File: src/rtl/sseg_scan_capture_if.sv
// Seven-segment scan bus as seen by the capture monitor: the observed
// an/sseg pair plus the rebuilt frame, pulses and stale flag.
// Optional macro SSEG_CAP_MISMATCH_EN adds the seg_mismatch signal.
interface sseg_scan_capture_if;
    logic [3:0] an;
    logic [7:0] sseg;
    logic [7:0] digit0;
    logic [7:0] digit1;
    logic [7:0] digit2;
    logic [7:0] digit3;
    logic       frame_valid;
    logic       frame_changed;
    logic       sel_err;
    logic       stale;
`ifdef SSEG_CAP_MISMATCH_EN
    logic       seg_mismatch;

    modport master (
        output an, sseg,
        input  digit0, digit1, digit2, digit3,
        input  frame_valid, frame_changed, sel_err, stale, seg_mismatch
    );

    modport slave (
        input  an, sseg,
        output digit0, digit1, digit2, digit3,
        output frame_valid, frame_changed, sel_err, stale, seg_mismatch
    );
`else
    modport master (
        output an, sseg,
        input  digit0, digit1, digit2, digit3,
        input  frame_valid, frame_changed, sel_err, stale
    );

    modport slave (
        input  an, sseg,
        output digit0, digit1, digit2, digit3,
        output frame_valid, frame_changed, sel_err, stale
    );
`endif
endinterface

File: src/rtl/sseg_scan_capture.sv
// Seven-segment scan capture: watches the multiplexed an/sseg bus, samples
// each digit after its select has settled, and publishes complete frames.
// Optional macro SSEG_CAP_MISMATCH_EN adds seg_mismatch (resample with a
// different value inside one frame).
module sseg_scan_capture #(
    parameter int unsigned SETTLE      = 4,
    parameter int unsigned TIMEOUT_CYC = 262_144
) (
    input  logic               clk,
    input  logic               reset_n,
    sseg_scan_capture_if.slave bus
);
    localparam int unsigned    TW       = $clog2(TIMEOUT_CYC + 1);
    localparam logic [TW-1:0]  TMAX     = TW'(TIMEOUT_CYC);
    localparam logic [7:0]     SETTLE_W = 8'(SETTLE);

    typedef enum logic [1:0] {IDLE, SETTLING, SAMPLED} state_t;

    state_t        state, state_nx;
    logic [3:0]    an_q, an_prev;
    logic [7:0]    sseg_q;
    logic [7:0]    cnt, cnt_nx, run;
    logic [7:0]    shadow   [4];
    logic [7:0]    digit_r  [4];
    logic [3:0]    seen;
    logic [TW-1:0] tcnt;
    logic [1:0]    idx;
    logic          legal, illegal, prev_illegal;
    logic          sample, commit;
    logic          fv_r, fc_r, se_r;

    assign legal        = $onehot(~an_q);
    assign illegal      = (an_q != 4'hF) && !legal;
    assign prev_illegal = (an_prev != 4'hF) && !$onehot(~an_prev);
    assign commit       = (seen == 4'hF);

    // Decode the selected digit position from a legal select.
    always_comb begin
        idx = 2'd0;
        case (an_q)
            4'b1110: idx = 2'd0;
            4'b1101: idx = 2'd1;
            4'b1011: idx = 2'd2;
            4'b0111: idx = 2'd3;
            default: idx = 2'd0;
        endcase
    end

    // Input stage: one register on the observed bus, plus the previous select.
    always_ff @(posedge clk) begin
        if (!reset_n) begin
            an_q    <= 4'hF;
            an_prev <= 4'hF;
            sseg_q  <= 8'hFF;
        end else begin
            an_q    <= bus.an;
            an_prev <= an_q;
            sseg_q  <= bus.sseg;
        end
    end

    // Dwell FSM state register.
    always_ff @(posedge clk) begin
        if (!reset_n) begin
            state <= IDLE;
            cnt   <= '0;
        end else begin
            state <= state_nx;
            cnt   <= cnt_nx;
        end
    end

    // Dwell FSM next state: count settled cycles, sample once per dwell.
    // run is the length of the current legal dwell including this cycle,
    // so SETTLE=1 samples on the first legal cycle.
    always_comb begin
        state_nx = state;
        cnt_nx   = cnt;
        run      = 8'd1;
        sample   = 1'b0;
        if (!legal) begin
            state_nx = IDLE;
            cnt_nx   = '0;
        end else if (state == SAMPLED && an_q == an_prev) begin
            state_nx = SAMPLED;
        end else begin
            run    = (state == SETTLING && an_q == an_prev) ? cnt + 8'd1 : 8'd1;
            cnt_nx = run;
            if (run == SETTLE_W) begin
                sample   = 1'b1;
                state_nx = SAMPLED;
            end else begin
                state_nx = SETTLING;
            end
        end
    end

    // Shadow capture, seen tracking and frame commit.
    always_ff @(posedge clk) begin
        if (!reset_n) begin
            for (int unsigned i = 0; i < 4; i++) begin
                shadow[i]  <= 8'hFF;
                digit_r[i] <= 8'hFF;
            end
            seen  <= '0;
            fv_r  <= 1'b0;
            fc_r  <= 1'b0;
            se_r  <= 1'b0;
        end else begin
            if (sample)
                shadow[idx] <= sseg_q;
            // A sample landing in the commit cycle starts the next frame.
            seen <= (commit ? 4'h0 : seen) | (sample ? (4'b0001 << idx) : 4'h0);
            fv_r <= commit;
            fc_r <= commit && ({shadow[3], shadow[2], shadow[1], shadow[0]} !=
                               {digit_r[3], digit_r[2], digit_r[1], digit_r[0]});
            if (commit) begin
                for (int unsigned i = 0; i < 4; i++)
                    digit_r[i] <= shadow[i];
            end
            se_r <= illegal && !prev_illegal;
        end
    end

    // Stale timeout: cleared by a commit, otherwise saturating count.
    always_ff @(posedge clk) begin
        if (!reset_n)
            tcnt <= '0;
        else if (commit)
            tcnt <= '0;
        else if (tcnt != TMAX)
            tcnt <= tcnt + 1'b1;
    end

`ifdef SSEG_CAP_MISMATCH_EN
    logic mm_r;

    // Flag a resample of an already-seen digit that carries a different value.
    always_ff @(posedge clk) begin
        if (!reset_n)
            mm_r <= 1'b0;
        else
            mm_r <= sample && (commit ? 1'b0 : seen[idx]) && (shadow[idx] != sseg_q);
    end

    assign bus.seg_mismatch = mm_r;
`endif

    assign bus.digit0        = digit_r[0];
    assign bus.digit1        = digit_r[1];
    assign bus.digit2        = digit_r[2];
    assign bus.digit3        = digit_r[3];
    assign bus.frame_valid   = fv_r;
    assign bus.frame_changed = fc_r;
    assign bus.sel_err       = se_r;
    assign bus.stale         = (tcnt == TMAX);
endmodule

File: src/flat_wrapper.sv
// flat-port wrapper written by rule: the top's interface ports become plain ports
module sseg_scan_capture_flat 
#(
    parameter int unsigned SETTLE      = 4,
    parameter int unsigned TIMEOUT_CYC = 262_144
)
  (clk, reset_n, bus_an, bus_sseg, bus_digit0, bus_digit1, bus_digit2, bus_digit3, bus_frame_valid, bus_frame_changed, bus_sel_err, bus_stale);
  sseg_scan_capture_if bus_i ();
  input  logic clk;
  input  logic reset_n;
  input wire logic [$bits(bus_i.an)-1:0] bus_an;
  input wire logic [$bits(bus_i.sseg)-1:0] bus_sseg;
  output wire logic [$bits(bus_i.digit0)-1:0] bus_digit0;
  output wire logic [$bits(bus_i.digit1)-1:0] bus_digit1;
  output wire logic [$bits(bus_i.digit2)-1:0] bus_digit2;
  output wire logic [$bits(bus_i.digit3)-1:0] bus_digit3;
  output wire logic [$bits(bus_i.frame_valid)-1:0] bus_frame_valid;
  output wire logic [$bits(bus_i.frame_changed)-1:0] bus_frame_changed;
  output wire logic [$bits(bus_i.sel_err)-1:0] bus_sel_err;
  output wire logic [$bits(bus_i.stale)-1:0] bus_stale;
  assign bus_i.an = bus_an;
  assign bus_i.sseg = bus_sseg;
  assign bus_digit0 = bus_i.digit0;
  assign bus_digit1 = bus_i.digit1;
  assign bus_digit2 = bus_i.digit2;
  assign bus_digit3 = bus_i.digit3;
  assign bus_frame_valid = bus_i.frame_valid;
  assign bus_frame_changed = bus_i.frame_changed;
  assign bus_sel_err = bus_i.sel_err;
  assign bus_stale = bus_i.stale;
  sseg_scan_capture #(.SETTLE(SETTLE), .TIMEOUT_CYC(TIMEOUT_CYC)) u_core (.clk(clk), .reset_n(reset_n), .bus(bus_i));
endmodule
File: config.mk
export PLATFORM = sky130hd
export DESIGN_NAME = sseg_scan_capture_flat
export DESIGN_NICKNAME = d
export VERILOG_FILES = /design/src/rtl/sseg_scan_capture_if.sv /design/src/rtl/sseg_scan_capture.sv /design/src/flat_wrapper.sv
export SDC_FILE = /design/constraint.sdc
export NUM_CORES = 1
export LEC_CHECK = 0
export ABC_AREA = 1
export BUFFER_PORTS_ARGS = -buffer_cell sky130_fd_sc_hd__buf_2
export CAP_MARGIN = 25
export CORE_MARGIN = 3
export CORE_UTILIZATION = 50
export DETAILED_ROUTE_END_ITERATION = 12
export GPL_TIMING_DRIVEN = 0
export PLACE_DENSITY = 0.73
export SYNTH_ARGS = -nofsm -noshare
export SYNTH_HDL_FRONTEND = slang
export SYNTH_SLANG_ARGS = --single-unit
File: constraint.sdc
create_clock -name clk -period 6.7 [get_ports clk]
set_input_delay 0.335 -clock clk [delete_from_list [all_inputs] [get_ports clk]]
set_output_delay 0.335 -clock clk [all_outputs]
set_load 0.05 [all_outputs]
==> qor.txt <==
status - completed
Cells after Synth - 546
final setup TNS - 0 ns
vias in the first global route - 3776
Logic pwr share - 6.1%
Vias/cell - 5.21
Cell Int Power - 0.00136 W
actual slew at the worst max-slew pin - 0.643 ns
commonest non-fill, non-tap cell in the layout - nand2_1
Resize count post-CTS - 0
Async SR Flop Fraction - 0%
Routability Congestion - 0.813
Fin. Hold Viols - 0
final setup fails - 0
DRT Pass-1 Iters - 5
dpl hpwl - 7560 um
initial antenna violation count - 0
min cycle time layout - 2.70 ns
antenna cells - 0
RSZ-0062 raised after global routing - false
CP arrival - 2.87 ns
Yosys top cell by area - edfxtp_1
Worst-Skew Late Latency - 0.51 ns
via count - 3999
filler cell count - 823
fin. max-slew vios - 0
wire length of the first global-routing pass - 17500 um
required time of the critical path - 6.87 ns
Crit Path Class - reg -> reg
layout cell share with drive strength beyond 1 - 24.1%
H-tree depth - 4
Final nets - 651
core area - 10300 um^2
Setup Skew - 0.00812 ns
CTS Buf Count - 17
Synth cell types - 36
gr usage total - 19.0%
switching part of the total - 22.9%
Worst slew margin - 57.0%
Crit Path Max Fanout - 8
Reg clk slew, reported paths - 0.06 ns
Synth Flop Type - edfxtp_1
YS warnings - 0
Cell Rows - 37
DRC - 0
Leakage - 2.47 nW
CTS tree - yes
DRT antenna net count - 0
routed length per instance - 13.9 um
CTS Sinks - 116
most frequent cells in the layout - nand2_1 (92), edfxtp_1 (64), inv_1 (60), dfxtp_1 (52), buf_2 (50)
share of power burned in registers - 44.1%
final core utilization - 61.9%
post-synth net total - 578
Ports - 50
Synth area leaders - edfxtp_1 (36%), dfxtp_1 (20%), nand2_1 (6.5%)
CTS root buf - clkbuf_8
final WL - 10600 um
HP Class - in -> reg
placed inst area - 5770 um^2
GRT overflow - 0
Post-CTS Setup Inserts - 0
Clock Path Buffers - 2
Yosys reg bits - 116
maximum clock rate - 370 MHz
Synth top area share - 36.1%
Max IR drop VDD - 0.143 mV
Mapped Area - 5330 um^2
Detailed Route Iter0 Violations - 211
P_sw - 0.000405 W
cell area power density - 276 nW/um^2
Vert. Die Dim - 109 um
port bufs - 49
crit path launch type - flop
Worst setup EP type - flop
clock network power share - 49.8%
die area - 11900 um^2
Period Utilization, post-route - 40.3%
width of the die - 109 um
Initial Util - 51.6%
MaxCap Viol Count - 0
worst hold slack - 0.0134 ns
sequential area share after synthesis - 55.6%
Design Area, Final - 6390 um^2
Post-synth EDFFs - 64
average cell area after synthesis - 9.76 um^2
Area Growth Syn to Fin - 19.9%
largest net degree at the start of global routing - 39
critical path, stage by stage (launching register included):
cell     delay (ns)
dfxtp_1        0.42
inv_2          0.09
ha_1           0.29
ha_1           0.13
inv_1          0.04
fa_1           0.48
nand3_1        0.11
inv_1          0.08
nand2_1        0.10
nor2_4         0.23
nand2_1        0.09
nand2_1        0.30
power by group through the flow:
stage / sequential (W) / combinational (W) / clock [W]
global placement: 0.000793 / 0.000101 / 0
global route: 0.000780 / 0.000120 / 0.000922
detailed placement: 0.000793 / 0.000105 / 0
finish: 0.000779 / 0.000108 / 0.000880
floorplan: 0.000811 / 0.0000579 / 0
CTS: 0.000779 / 0.000108 / 0.000892
kinds of logic after synthesis:
family                     after synthesis  synth area share, %
AOI/OAI and AO/OA                       44                 4.58
xor gates and xnor gates                31                 5.10
adders and majority gates               18                 4.51
buffers and inverters                   82                 6.25
DFF                                    116                 55.6
and+or+nand+nor                        255                 24.0
cell usage after synthesis, types with 2 or more instances:
cell type  count
a21oi_1       22
buf_6          3
clkbuf_1       9
dfxtp_1       52
edfxtp_1      64
fa_1           2
ha_1          16
inv_1         60
inv_2          7
nand2_1       92
nand2_2        2
nand3_1       20
nand3_2        2
nand4_1       43
nor2_1        29
nor2_2         7
nor2_4         2
nor3_1         8
nor4_1         2
o2111ai_1      3
o21ai_0       12
o21ai_1        2
or2_2         45
xnor2_1       24
xor2_1         7
cell type report:
class                           instances  area (um^2)  share of cell area, %
Timing Repair Buffer                   54          305                   4.78
Sequential cell                       116         2960                   46.4
Tap cell                              136          170                   2.66
Clock buffer                           18          418                   6.54
Buffer                                 14         77.6                   1.21
Inverter                               68          256                   4.02
Clock inverter                         14          164                   2.57
Multi-Input combinational cell        348         2030                   31.8
per-layer routing:
layer,track usage (%),share of wire (%)
met1,22.9,42
met3,4.80,4.3
met2,32.4,51
met5,0,0
met4,7.66,2.0
worst paths after layout:
path,from,end,slack [ns],depth (start not counted)
max,u_core.an_q[2]$_SDFF_PN1_,u_core.shadow[3][2]$_DFFE_PP_,4.00,11
min,bus_sseg[3],u_core.sseg_q[3]$_SDFF_PN1_,0.01,2
max reg2reg,u_core.an_q[2]$_SDFF_PN1_,u_core.shadow[3][2]$_DFFE_PP_,4.00,11
min reg2reg,u_core.seen[3]$_SDFF_PN0_,u_core.seen[3]$_SDFF_PN0_,0.46,2
registers in the layout, summed over array words and instances (netlist names):
name,flops
u_core.shadow,32
u_core.state,2
u_core.bus.sel_err,1
u_core.sseg_q,8
u_core.cnt,8
u_core.tcnt,19
u_core.digit_r,32
u_core.an_prev,4
u_core.seen,4
u_core.bus.frame_valid,1
u_core.an_q,4
u_core.bus.frame_changed,1
metrics by stage:
stage	power [W]	setup WS (ns)	cells
global route	0.00182	3.84	768
floorplan	0.000868	4.36	546
CTS	0.00178	3.98	768
finish	0.00177	4.00	768
global placement	0.000894	3.99	731
detailed placement	0.000899	4.03	732
what timing repair did:
action	in CTS	in global routing
hold buffers	4	0
endpoints found under the hold margin	4	0
setup endpoints to repair	0	0
(Power assumes the default switching activity.)
